`src/rtl/serial_adder_pkg.sv`:
```
// Shared types and constants for the bit-serial adder.
package serial_adder_pkg;

    typedef enum logic [1:0] {
        IDLE  = 2'd0,
        SHIFT = 2'd1,
        DONE  = 2'd2
    } state_e;

    localparam int unsigned DEFAULT_WIDTH = 8;

    // One spare bit so the bit counter cannot wrap before reaching WIDTH-1.
    function automatic int unsigned cnt_width(input int unsigned w);
        return $clog2(w) + 1;
    endfunction

endpackage

```
`src/rtl/serial_adder_full_adder.sv`:
```
// Single-bit full-adder cell; bit-serial counterpart of the full-subtractor cell.
module full_adder (
    input  logic a,
    input  logic b,
    input  logic cin,
    output logic sum,
    output logic cout
);

    assign sum  = a ^ b ^ cin;
    assign cout = (a & b) | (a & cin) | (b & cin);

endmodule

```
`src/rtl/serial_adder.sv`:
```
// Bit-serial ripple adder, LSB first, one bit per clock through one full-adder cell.
// Optional signed-overflow output enabled by defining SERIAL_ADDER_OVF_EN.
module serial_adder
    import serial_adder_pkg::*;
#(
    parameter int unsigned WIDTH = DEFAULT_WIDTH
) (
    input  logic             clk,
    input  logic             rst_n,
    input  logic             in_valid,
    output logic             in_ready,
    input  logic [WIDTH-1:0] a,
    input  logic [WIDTH-1:0] b,
    input  logic             cin,
    output logic             out_valid,
    input  logic             out_ready,
    output logic [WIDTH-1:0] sum,
    output logic             cout,
    output logic             busy
`ifdef SERIAL_ADDER_OVF_EN
    ,
    output logic             ovf
`endif
);

    localparam int unsigned   CW   = cnt_width(WIDTH);
    localparam logic [CW-1:0] LAST = CW'(WIDTH - 1);

    state_e           state_q, state_d;
    logic [WIDTH-1:0] a_q, a_d;
    logic [WIDTH-1:0] b_q, b_d;
    logic [WIDTH-1:0] sum_q, sum_d;
    logic             carry_q, carry_d;
    logic [CW-1:0]    cnt_q, cnt_d;
    logic             fa_s, fa_c;
`ifdef SERIAL_ADDER_OVF_EN
    logic             ovf_q, ovf_d;
`endif

    full_adder u_fa (
        .a    (a_q[0]),
        .b    (b_q[0]),
        .cin  (carry_q),
        .sum  (fa_s),
        .cout (fa_c)
    );

    always_ff @(posedge clk or negedge rst_n) begin
        if (!rst_n) begin
            state_q <= IDLE;
            a_q     <= '0;
            b_q     <= '0;
            sum_q   <= '0;
            carry_q <= 1'b0;
            cnt_q   <= '0;
`ifdef SERIAL_ADDER_OVF_EN
            ovf_q   <= 1'b0;
`endif
        end else begin
            state_q <= state_d;
            a_q     <= a_d;
            b_q     <= b_d;
            sum_q   <= sum_d;
            carry_q <= carry_d;
            cnt_q   <= cnt_d;
`ifdef SERIAL_ADDER_OVF_EN
            ovf_q   <= ovf_d;
`endif
        end
    end

    always_comb begin
        state_d = state_q;
        a_d     = a_q;
        b_d     = b_q;
        sum_d   = sum_q;
        carry_d = carry_q;
        cnt_d   = cnt_q;
`ifdef SERIAL_ADDER_OVF_EN
        ovf_d   = ovf_q;
`endif
        unique case (state_q)
            IDLE: begin
                if (in_valid) begin
                    a_d     = a;
                    b_d     = b;
                    carry_d = cin;
                    cnt_d   = '0;
                    state_d = SHIFT;
                end
            end
            SHIFT: begin
                // Shift-then-insert keeps WIDTH=1 legal (no [0:1] slice).
                a_d              = a_q >> 1;
                b_d              = b_q >> 1;
                sum_d            = sum_q >> 1;
                sum_d[WIDTH-1]   = fa_s;
                carry_d          = fa_c;
                cnt_d            = cnt_q + CW'(1);
                if (cnt_q == LAST) begin
                    state_d = DONE;
`ifdef SERIAL_ADDER_OVF_EN
                    ovf_d   = carry_q ^ fa_c;
`endif
                end
            end
            DONE: begin
                if (out_ready) begin
                    state_d = IDLE;
                end
            end
            default: state_d = IDLE;
        endcase
    end

    assign in_ready  = (state_q == IDLE);
    assign out_valid = (state_q == DONE);
    assign busy      = (state_q == SHIFT) || (state_q == DONE);
    assign sum       = sum_q;
    assign cout      = carry_q;
`ifdef SERIAL_ADDER_OVF_EN
    assign ovf       = ovf_q;
`endif

endmodule
```
`config.mk`:
```
export PLATFORM = sky130hd
export DESIGN_NAME = serial_adder
export DESIGN_NICKNAME = d
export VERILOG_FILES = /design/src/rtl/serial_adder_pkg.sv /design/src/rtl/serial_adder_full_adder.sv /design/src/rtl/serial_adder.sv
export SDC_FILE = /design/constraint.sdc
export NUM_CORES = 1
export LEC_CHECK = 0
export ABC_AREA = 1
export CAP_MARGIN = 30
export CORE_ASPECT_RATIO = 1.4
export CORE_UTILIZATION = 45
export DETAILED_ROUTE_END_ITERATION = 10
export PLACE_DENSITY = 0.72
export SLEW_MARGIN = 20
export SYNTH_ARGS = -nofsm -noshare
export SYNTH_HDL_FRONTEND = slang
export SYNTH_HIERARCHICAL = 1
export SYNTH_SLANG_ARGS = --single-unit
```
`constraint.sdc`:
```
create_clock -name clk -period 1.8 [get_ports clk]
set_input_delay 0.45 -clock clk [delete_from_list [all_inputs] [get_ports clk]]
set_output_delay 0.45 -clock clk [all_outputs]
set_load 0.01 [all_outputs]
```
==> flow_summary.json <==
{
  "avgRoutedWirePerCell_microns": 12.8,
  "clk_pin_slew_ps": 60,
  "critPathLaunchType": "flop",
  "power.leakage_nw": 0.972,
  "rsz0062_at_grt": "no",
  "gp_congestion": 0.730,
  "cp.buffers_inverters": 2,
  "drc": 0,
  "vdd_drop_max_uv": 955,
  "yosys-top-cells-area": "dfrtp_1 51%, nand2_1 17%, o211ai_1 7.4%",
  "r2r_slack_ps": 210,
  "fin_ws_ps": 49.5,
  "tns_ps": 0,
  "crit_fanout": 2,
  "setup_viol_count_final": 0,
  "synth.area.mux_share_pct": 0,
  "port_buffers": 32,
  "crit_chain": "buf_4 > ha_1 > dlygate4sd2_1",
  "synth_seq_area_share_pct": 51.3,
  "drive_gt1_share_pct": 8.53,
  "synth_cells": 173,
  "clockBufferDepth": 2,
  "h-tree-depth": 2,
  "worstPathRequired_ps": 1350,
  "die_h_microns": 70.6,
  "vias": 1277,
  "synth_xor_area_share_pct": 0,
  "grt_max_degree": 32,
  "final_cells": 250,
  "timing.final.crit_share_pct": 97.3,
  "grt_pass1_wl_microns": 5360,
  "routed_via_density": 5.11,
  "synth_most_common_cell": "nand2_1",
  "initial_core_util_pct": 48.0,
  "synth_common_cells": "68 x nand2_1, 31 x dfrtp_1, 15 x o211ai_1",
  "ctsHoldBuffers": 0,
  "dpl.hpwl_microns": 2160,
  "cts_root_buf": "clkbuf_8",
  "synth_compound_area_share_pct": 10.8,
  "powerDensity_mw_per_mm2": 1740,
  "antenna_found_initial": 0,
  "cts_tree": "built",
  "die_x_microns": 51,
  "worstSetupPathType": "reg2out",
  "drtAntennaViolNets": 0,
  "ioPinCount": 33,
  "worst_slew_pin_slew_ps": 408,
  "yosysTopAreaCell": "dfrtp_1",
  "drv_cap": 0,
  "diodes": 0,
  "finalHoldViolCount": 0,
  "drv_slew": 0,
  "synth_fp_nets": 200,
  "post-place-cells": 240,
  "cpPeakStageDelay_ps": 400,
  "ys_warn_count": 6,
  "status": "completed",
  "holdCritStartpoint": "sum[0]$_DFFE_PN0N_",
  "slowest_stage": "dfrtp_1",
  "dieArea_sq_mm": 0.00360,
  "synth.cell_area_sq_mm": 0.00151,
  "async_flop_share_pct": 100,
  "first_iter_violations": 25,
  "cp-end-kind": "output pin",
  "gr-total-overflow": 0,
  "dp_slack_ps": 63.0,
  "synthDistinctLibCells": 19,
  "r2r_start": "state_q[0]$_DFFE_PN0P_",
  "grt_pass1_vias": 1281,
  "cts.sinks": 31,
  "synth-simple-area-share_pct": 25.7,
  "synth.avg_cell_area_sq_um": 8.74,
  "path_delay_family": "buffers and inverters",
  "fp-row-count": 24,
  "synthAdderAreaFrac_pct": 5.46,
  "synth_top_family_by_area": "simple AND/OR/NAND/NOR gates",
  "synth_edf_count": 0,
  "synth_top_area_share_pct": 51.3,
  "fillerInstances": 276,
  "crit_start": "state_q[1]$_DFFE_PN0P_",
  "dr.pass1.iters": 5,
  "period_needed_ps": 1750,
  "area_growth_pct": 30.3,
  "wl_microns": 3210,
  "hold_path_class": "reg2reg",
  "grt_use_total_pct": 20.1,
  "cts_inserted_buffers": 5,
  "cp_data_arrival_time_ps": 1300,
  "ys.flop_type": "dfrtp_1",
  "whs_ps": 470,
  "timing.fmax_mhz": 571,
  "worstSkewPairLatency_ps": 280,
  "synth-seq-cells": 31,
  "core_sq_mm": 0.00315,
  "num-nets-final": 237,
  "slew-limit-headroom_pct": 72.7,
  "fin_worst_skew_ps": 2.49
}
==> cell usage in the layout (no fill, tap or decap), types with 4 or more instances in the layout <==
cell type / count
buf_4: 6
clkbuf_8: 7
clkdlybuf4s50_1: 29
dfrtp_1: 31
ha_1: 4
inv_1: 9
nand2_1: 68
nand3_1: 6
o211ai_1: 15
o21ai_0: 4
or2_1: 13
==> repair_timing <==
action	CTS	global route
gates cloned	0	0
resized for setup	4	1
setup buffers	2	0
setup endpoints to repair	3	1
==> layer usage <==
layer | wire length (microns) | global-route usage (%) | up-vias
li1 | - | - | 625
met1 | 1280 | 22.5 | 600
met2 | 1700 | 34.8 | 44
met3 | 154 | 4.52 | 8
met4 | 76 | 10.5 | 0
met5 | 0 | 0 | -
==> final cells by class <==
type / count / area, sq um / area share (%)
Inverter: 12 / 47.5 / 2.41
Timing Repair Buffer: 38 / 362 / 18.3
Clock buffer: 8 / 100 / 5.08
Tap cell: 39 / 48.8 / 2.48
Sequential cell: 31 / 776 / 39.4
Multi-Input combinational cell: 122 / 637 / 32.3
==> flip-flops by register name, summed over array words and instances, names as in the netlist <==
name	flops
a_q	8
b_q	8
cnt_q	4
cout	1
state_q	2
sum	8
==> power by group <==
group	switching (mW)	internal (mW)
clock network	0.252	0.348
registers	0.194	1.02
logic	0.926	0.684
==> final timing paths <==
| check | endpoint | cells past startpoint |
|---|---|---|
| worst max-delay path | out_valid | 3 |
| worst min-delay path | sum[0]$_DFFE_PN0N_ | 2 |
| worst max register to register | b_q[1]$_DFFE_PN0P_ | 6 |
| worst min register to register | sum[0]$_DFFE_PN0N_ | 2 |
| max in group asynchronous | a_q[3]$_DFFE_PN0P_ | 2 |
| min in group asynchronous | sum[1]$_DFFE_PN0N_ | 2 |
==> worst reg2reg max path: cells and delay by family (launching register included) <==
family,cells,cell delay (ps)
DFF,1,380
and+or+nand+nor,1,90
adders and majority gates,1,230
AOI/OAI and AO/OA,1,170
buffers and inverters,3,670
==> kinds of logic (layout without fill, tap and decap cells) <==
logic type	count (synthesis)	in the layout
AO/OA/AOI/OAI	25	25
adder cells (fa/ha/maj)	6	6
buffers and inverters	20	58
flip-flops	31	31
AND/OR/NAND/NOR	91	91
==> stage by stage <==
| stage | total power, mW | utilization, % | instance area [sq um] |
|---|---|---|---|
| 4_1_cts | 3.45 | 62.5 | 1970 |
| 3_5_place_dp | 2.84 | 58.9 | 1860 |
| 2_1_floorplan | 2.32 | - | 1510 |
| 3_3_place_gp | 2.74 | 58.9 | 1860 |
| 6_report | 3.43 | 62.5 | 1970 |
| 5_1_grt | 3.70 | 62.5 | 1970 |
(Power assumes the default switching activity.)
